[config.mk]
export PLATFORM = sky130hd
export DESIGN_NAME = wb_master_seq
export DESIGN_NICKNAME = d
export VERILOG_FILES = /design/src/rtl/wb_master_seq.sv
export SDC_FILE = /design/constraint.sdc
export NUM_CORES = 1
export LEC_CHECK = 0
export CAP_MARGIN = 0
export CORE_MARGIN = 4
export CORE_UTILIZATION = 35
export DETAILED_ROUTE_END_ITERATION = 16
export GPL_TIMING_DRIVEN = 0
export PLACE_DENSITY = 0.76
export SLEW_MARGIN = 20
export SYNTH_ARGS = -nofsm -noshare
export SYNTH_HDL_FRONTEND = slang
export SYNTH_SLANG_ARGS = --single-unit
[constraint.sdc]
create_clock -name clk -period 1.9 [get_ports clk]
set_clock_uncertainty 0.2 [all_clocks]
set_input_delay 0.38 -clock clk [delete_from_list [all_inputs] [get_ports clk]]
set_output_delay 0.38 -clock clk [all_outputs]
set_load 0.02 [all_outputs]
[src/rtl/wb_master_seq.sv]
// Wishbone classic single-transfer initiator: one command in, one bus cycle,
// one response out, with a stb-timeout abort and a saturating error counter.
module wb_master_seq #(
  parameter int unsigned TIMEOUT  = 16,
  parameter int unsigned ERRCNT_W = 8
) (
  input  logic                clk,
  input  logic                reset_n,
  input  logic                cmd_valid,
  output logic                cmd_ready,
  input  logic                cmd_we,
  input  logic [31:0]         cmd_adr,
  input  logic [31:0]         cmd_dat,
  input  logic [3:0]          cmd_sel,
  output logic                rsp_valid,
  input  logic                rsp_ready,
  output logic [31:0]         rsp_dat,
  output logic                rsp_err,
  output logic                wbm_cyc_o,
  output logic                wbm_stb_o,
  output logic                wbm_we_o,
  output logic [3:0]          wbm_sel_o,
  output logic [31:0]         wbm_adr_o,
  output logic [31:0]         wbm_dat_o,
  input  logic                wbm_ack_i,
  input  logic [31:0]         wbm_dat_i,
  output logic [ERRCNT_W-1:0] err_count
);

  typedef enum logic [1:0] {IDLE, BUS, RESP} state_t;

  localparam logic [7:0] TLAST = 8'(TIMEOUT - 1);

  state_t     state;
  logic [7:0] tcnt;

  always_ff @(posedge clk) begin
    if (!reset_n) begin
      state     <= IDLE;
      tcnt      <= '0;
      cmd_ready <= 1'b1;
      rsp_valid <= 1'b0;
      rsp_dat   <= '0;
      rsp_err   <= 1'b0;
      wbm_cyc_o <= 1'b0;
      wbm_stb_o <= 1'b0;
      wbm_we_o  <= 1'b0;
      wbm_sel_o <= '0;
      wbm_adr_o <= '0;
      wbm_dat_o <= '0;
      err_count <= '0;
    end else begin
      unique case (state)
        IDLE: begin
          if (cmd_valid && cmd_ready) begin
            wbm_we_o  <= cmd_we;
            wbm_adr_o <= cmd_adr;
            wbm_dat_o <= cmd_dat;
            wbm_sel_o <= cmd_sel;
            wbm_cyc_o <= 1'b1;
            wbm_stb_o <= 1'b1;
            tcnt      <= '0;
            cmd_ready <= 1'b0;
            state     <= BUS;
          end
        end

        BUS: begin
          // Ack is checked first so an ack on the last permitted cycle succeeds.
          if (wbm_ack_i || tcnt == TLAST) begin
            wbm_cyc_o <= 1'b0;
            wbm_stb_o <= 1'b0;
            wbm_we_o  <= 1'b0;
            wbm_sel_o <= '0;
            wbm_adr_o <= '0;
            wbm_dat_o <= '0;
            rsp_valid <= 1'b1;
            state     <= RESP;
            if (wbm_ack_i) begin
              rsp_err <= 1'b0;
              rsp_dat <= wbm_we_o ? '0 : wbm_dat_i;
            end else begin
              rsp_err <= 1'b1;
              rsp_dat <= '0;
              if (err_count != '1)
                err_count <= err_count + 1'b1;
            end
          end else begin
            tcnt <= tcnt + 8'd1;
          end
        end

        RESP: begin
          if (rsp_valid && rsp_ready) begin
            rsp_valid <= 1'b0;
            rsp_dat   <= '0;
            rsp_err   <= 1'b0;
            cmd_ready <= 1'b1;
            state     <= IDLE;
          end
        end

        default: state <= IDLE;
      endcase
    end
  end

endmodule

==> results by group <==
Run status
  • Status: finished, violations left
  • Violated checks: negative setup slack

Route
  • DR vias/cell: between 5 and 6
  • ANT nets after route: 0
  • Drt total wl: 16900 um
  • Routed via count: around 5.2k
  • Routed length per instance: 16.6 um
  • Drt pass-1 iters: 5
  • Number of remaining DRC errors: 0
  • Initial DRC Count: 215

Global route
  • Gr ovfl total: 0
  • First-pass GRT wire length: 25500 um
  • Pin count of the biggest net entering global routing: 17
  • Total GRT Usage: 20.2%
  • Vias in the first global route: 4960
  • Initial antenna violation count: 0

Power and ir drop
  • Total power: between 7 and 8 mW
  • Power per standard cell area: 900 mW/mm2
  • VDD IR-drop max: just over 800 uV
  • Lkg Pwr: 3.42 nW

Logic synthesis
  • Post-Syn Nets: just under 700
  • Sequential share of the synthesized area: 52.0%
  • Top_reg_cell synth: dfxtp_1
  • Mapped Area: around 0.0047 mm2
  • Cells after Synth: 575
  • Avg Cell Area, Syn: 8.23 um2
  • Post-synth EDFFs: 0
  • YS warnings: 0
  • Async S/R FF share, synth: 0%
  • Count of cell types in the netlist: 48
  • Synth Register Bits: between 100 and 150

Setup path
  • Critical path arrival: slightly above 2 ns
  • Startpoint types: flip-flop
  • CP max FO: 9
  • R2r worst-path depth: 8
  • Endpoint type of the worst setup path: flip-flop
  • Setup CP Type: reg -> reg
  • Crit path required time: 2.05 ns

Clock network
  • Clock Latency Late Sink: approximately 0.42 ns
  • TritonCTS clock tree: built
  • Worst-path clk slew: around 0.050 ns
  • Clock sink count: between 100 and 150
  • CTS Buf Count: 17
  • Hold buffers post-CTS: 0
  • CTS max path bufs: 2
  • H-tree Lvls: 4
  • Root buf cell: clkbuf_16

Cells and area
  • Register area: approximately 0.0025 mm2
  • Share of cells above drive strength 1: 20.5%
  • Layout Cells excl Fill: ~1k
  • N_diodes: 0
  • Area occupied by multi-input gates: around 0.0024 mm2
  • Area Growth Syn to Fin: 76.9%
  • Nets: 939
  • FILL cells: about 1.2k

Die
  • Io pins: 220
  • Chip height: between 100 and 150 um
  • Initial Utilization: a little over a third
  • Die X: 124 um
  • Core Footprint: between 0.01 and 0.015 mm2
  • Full die area: 0.0154 mm2
  • Row count: 42

STA
  • FMAX: ~520 MHz
  • Final setup vio count: 6
  • Worst Tran Pin Value: ~0.59 ns
  • Final min period: 1.92 ns
  • Fin. Hold Viols: 0
  • Final worst setup slack: -0.0213 ns
  • Final setup TNS: -0.0596 ns
  • Final worst-path cycle share: 101%
  • Max-slew violations: 0
  • Unrepaired setup endpoints after global routing: yes
  • Relative slew slack: between 60% and 70%

Placement
  • Final Wtd Congestion: about 0.83
  • DP Worst Slack: -0.757 ns
  • DP HPWL: 11000 um
  • Cells after DPL: between 900 and 1k
  • Port bufs: about 220

Min path
  • WHS Path Cells: 2
  • HP Class: reg -> reg

Job
  • Max-cap violation count: 0
## critical path: stages, from the launching register on
cell       delay [ns]
dfxtp_4          0.36
ha_4             0.16
and4b_1          0.19
buf_6            0.15
a21oi_4          0.25
o21ai_4          0.09
buf_12           0.19
clkbuf_16        0.16
a21oi_2          0.11
## cells in the mapped netlist, drive strengths merged, types with 2 or more instances
cell / n / area (um2)
o21ai: 7 / 38.8
a41oi: 2 / 17.5
nand3: 12 / 72.6
nor2: 6 / 22.5
a21oi: 113 / 577
nor3: 3 / 26.3
or3: 2 / 12.5
o22ai: 2 / 12.5
nand3b: 3 / 22.5
nor4: 2 / 12.5
o41ai: 2 / 17.5
a21boi: 2 / 18.8
o211ai: 32 / 240
clkbuf: 25 / 93.8
o31ai: 3 / 22.5
buf: 21 / 113
dfxtp: 123 / 2460
nand2: 182 / 683
nand4: 3 / 18.8
or4: 5 / 37.5
ha: 2 / 25.0
nand4b: 2 / 17.5
a31oi: 2 / 12.5
inv: 3 / 11.3
## through the flow
step                      hold slack [ns]  utilization [%]  instance area [um2]
after floorplan                     0.255                -                 4740
after global placement              0.241             54.0                 7150
after detailed placement            0.246             54.0                 7150
after CTS                           0.250             59.5                 7880
after global routing                0.259             63.2                 8370
final                               0.249             63.2                 8370
## flip-flops by register name, summed over array words and instances, names as in the netlist
name	count
wbm_dat_o	32
rsp_err	1
rsp_dat	32
wbm_adr_o	32
err_count	8
wbm_we_o	1
cmd_ready	1
wbm_sel_o	4
state	2
rsp_valid	1
wbm_stb_o	1
tcnt	8
## routing by layer
layer  up-vias  track usage, %  wire (um)
met5         -               0          0
met4         0            6.83        308
met3        24            9.86       1840
met2       217            32.9       8020
met1      2455            23.2       6720
li1       2520               -          -
## power by group
part	internal, mW	switching, mW	total, mW
Sequential	2.73	0.0865	2.82
Clock	2.23	1.14	3.36
Combinational	0.607	0.747	1.35
Total	5.57	1.97	7.54
## timing repair
item / 4_1_cts / 5_1_grt
setup buffers: 7 / 8
gates cloned: 1 / 2
gates resized for setup: 169 / 101
pin swaps: 9 / 13
endpoints found under the setup margin: 226 / 119
## final timing paths
check	startpoint	slack (ns)	end
setup reg to reg	tcnt[0]$_SDFFE_PN0P_	-0.02	wbm_dat_o[1]$_SDFFE_PN0P_
setup / recovery	tcnt[0]$_SDFFE_PN0P_	-0.02	wbm_dat_o[1]$_SDFFE_PN0P_
hold reg to reg	wbm_sel_o[2]$_SDFFE_PN0P_	0.25	wbm_sel_o[2]$_SDFFE_PN0P_
hold / removal	wbm_sel_o[2]$_SDFFE_PN0P_	0.25	wbm_sel_o[2]$_SDFFE_PN0P_
## layout make-up
cell class / instances / area share (%)
clock inverter: 7 / 1.32
clock buffer: 25 / 6.04
multi-input combinational: 403 / 29.0
sequential: 123 / 29.6
timing repair buffer: 237 / 27.1
tap: 176 / 2.63
inverter: 3 / 0.135
buffer: 46 / 4.21
## layout by cell type, fill, tap and decap left out, types with 3 or more instances in the layout
cell             count
dlygate4sd2_1      115
clkbuf_8             5
a21oi_2             64
nand2_1            181
clkbuf_16           19
nand3_1             10
nor2_1               6
inv_1                3
or4_1                4
clkdlybuf4s50_1    104
clkinv_2             4
buf_4               15
bufinv_16            3
a21oi_1             47
buf_2               10
buf_6                4
o21ai_0              5
clkbuf_1            15
o211ai_1            32
clkbuf_2             9
dfxtp_2              5
nand4_1              3
nand3b_1             3
buf_12              10
dfxtp_1            116
## logic make-up (layout without fill, tap and decap cells)
kind of cell	after synthesis	after routing	share of synthesized area, %
AOI/OAI and AO/OA	172	172	21.5
and+or+nand+nor	229	229	21.3
adders and majority gates	2	2	0.529
buffers and inverters	49	318	4.60
DFF	123	123	52.0
No activity file was read; power rests on OpenSTA's default activity.
==> variant (same settings) <==
Change the parameter `ERRCNT_W` from 8 to 6.
--- a/src/rtl/wb_master_seq.sv
+++ b/src/rtl/wb_master_seq.sv
@@ -4,3 +4,3 @@
   parameter int unsigned TIMEOUT  = 16,
-  parameter int unsigned ERRCNT_W = 8
+  parameter int unsigned ERRCNT_W = 6
 ) (
Interface: changed (resized err_count); port bits go from 220 to 218. No check against the original RTL was run, so the function may have changed too.
==> variant against the unedited design <==
- sequential share of layout area up 2.4 points
- total power decreased by 9.5%
- final area decreased by 9.1%
- sequential cell count down 2
- critical endpoint is now wbm_adr_o[25]
- setup slack gained 8.0 ps
- wire length is 17% lower
- critical path type unchanged
- the run still ends with setup timing left
- maximum frequency up 0.42%
- final cell count fell by 18%
- highest routed layer unchanged
- synthesized cell count is 27% lower
- synthesized area decreased by 9.6%
- die area down 9.0%
==> variant: results (changes against the unedited design) <==
* Status: complete, but fails checks
* Failing checks: setup timing
* Vias after detailed routing at 4,328 (-17%)
* Worst-skew pair later-pin latency at 420 ps (about the same)
* Nets at 783 (-17%)
* Largest registers: rsp_dat x32, wbm_adr_o x32, wbm_dat_o x32
* Synth cell types at 40 (-17%)
* Global-route wire length before repair at 22,100 um (-13%)
* Diode count at 0 (unchanged)
* Wirelength per Cell at 16.8 um (+1.2%)
* Syn Nets at 527 (-23%)
* H-tree Lvls at 4 (unchanged)
* DP HPWL at 9680 um (-12%)
* Slew HR at 67.9% (+7.1 points)
* Clk pin slew, worst setup/hold paths at 60 ps
* Critical path peak fanout at 10 (+1)
* Critical path's slowest cell: nor4_4
* Share of layout cells above drive strength 1 at 15.3% (-5.2 points)
* Synth warn at 0 (unchanged)
* Largest net degree at the start of global routing at 17 (unchanged)
* Commonest cells in the netlist: dfxtp_1, a22o_1, nand2_1
* Cts bufs inserted at 17 (unchanged)
* Setup Viol. Count Final at 12 (+6)
* Hold Path Class: reg2reg
* Root Driver: clkbuf_16
* Slowest Stage Delay on Critical Path at approximately 370 ps
* GRT overflow at 0 (unchanged)
* Drt pass-1 iters at 4 (-1)
* FFs w/ async S/R, synth at 0% (unchanged)
* Sequential share of power at 40.5% (+3.1 points)
* VDD IR max at 0.647 mV (-20%)
* Dpl ws at -992 ps (-235 ps)
* Sw Share at 26.8% (+0.69 points)
* Placed inst area at 0.00665 sq mm (-7.0%)
* Final WS setup at -13.3 ps (+8.00 ps)
* Vias in the first global route at 4,394 (-11%)
* Synth Instances at 419 (-27%)
* # fillers at 1,006 (-13%)
* Port buffer count at 217 (-0.91%)
* Post-synthesis sequential area ratio at 56.6% (+4.6 points)
* Total GRT Usage at 19.4% (-0.82 points)
* Leakage at 0.00338 uW (-1.3%)
* Starting DRT DRC Count at 282 (+31%)
* Worst Path Arrival at 2020 ps (-50 ps)
* Synth area leaders: dfxtp_1, a22o_1, o211ai_1
* Setup total negative slack at -84.8 ps (-25.2 ps)
* GP Congestion at 0.809 (-2.6%)
* Routed Wire Length at 14,000 um (-17%)
-- variant: cell types whose count changed in the layout (fill, tap and decap cells not counted), sizes merged, moves of 3 or more --
cell | unedited run | this run
xnor2 | 0 | 4
a21oi | 113 | 43
or4 | 5 | 0
buf | 40 | 33
nor2 | 6 | 12
nand2 | 182 | 46
nand3 | 12 | 9
clkbuf | 49 | 41
and3 | 0 | 5
dlygate4sd2 | 115 | 112
a22o | 0 | 69
o31ai | 3 | 0
bufinv | 3 | 0
clkinv | 4 | 12
-- variant: path summary, 6_finish.rpt --
kind | from | slack, ps | cells past startpoint | endpoint
worst max register to register | tcnt[6] | -10 | 6 | wbm_adr_o[25]
worst min register to register | wbm_dat_o[5] | 270 | 1 | wbm_dat_o[5]
worst min-delay path | wbm_dat_o[5] | 270 | 1 | wbm_dat_o[5]
worst max-delay path | tcnt[6] | -10 | 6 | wbm_adr_o[25]
-- variant: final cells by class --
cell class	instances	area (sq um)	share of cell area [%]
Sequential cell	121	2430	31.9
Inverter	3	15.0	0.197
Clock buffer	18	439	5.77
Clock inverter	14	103	1.35
Tap cell	147	184	2.42
Timing Repair Buffer	241	2300	30.2
Multi-Input combinational cell	259	1840	24.2
Buffer	32	305	4.01
-- variant: cells by family (layout without fill, tap and decap cells) --
group           count (synthesis)  in the layout  share of synthesized area (%)
compound gates                159            159                           27.2
xor+xnor                        5              5                           1.02
flops                         121            121                           56.6
buf+inv                        39            308                           3.65
simple gates                   93             93                           10.9
fa+ha+maj                       2              2                          0.585
-- variant: power groups by stage --
| stage | clock, uW | combinational (uW) | sequential [uW] |
|---|---|---|---|
| 4_1_cts | 2950 | 1080 | 2760 |
| 2_1_floorplan | 0 | 298 | 2980 |
| 3_5_place_dp | 0 | 1070 | 2820 |
| 6_report | 2910 | 1150 | 2770 |
| 5_1_grt | 3090 | 1220 | 2780 |
| 3_3_place_gp | 0 | 1050 | 2810 |
-- variant: metal layers --
layer	routed length, um	GRT usage [%]
met5	0	0
met4	246	7.02
met3	1060	6.89
met2	6980	32.7
met1	5690	22.7
-- variant: stage by stage --
step / utilization, % / hold slack [ps]
6_report: 63.4 / 275
5_1_grt: 63.4 / 291
4_1_cts: 61.8 / 276
3_5_place_dp: 55.4 / 263
3_3_place_gp: 55.4 / 260
2_1_floorplan: - / 292
-- variant: repair_timing --
action / 4_1_cts / 5_1_grt
cloned: 0 / 6
buffers inserted: 13 / 5
hold buffers: 0 / 0
endpoints found under the setup margin: 226 / 107
resized for setup: 177 / 29
pin swaps: 6 / 57
hold endpoints to repair: 0 / 0
-- variant: worst max-delay path: cells and delay by family, from the launching register on --
kind	cells	cell delay, ps
compound gates	3	540
simple gates	1	370
flops	1	360
buf+inv	2	320
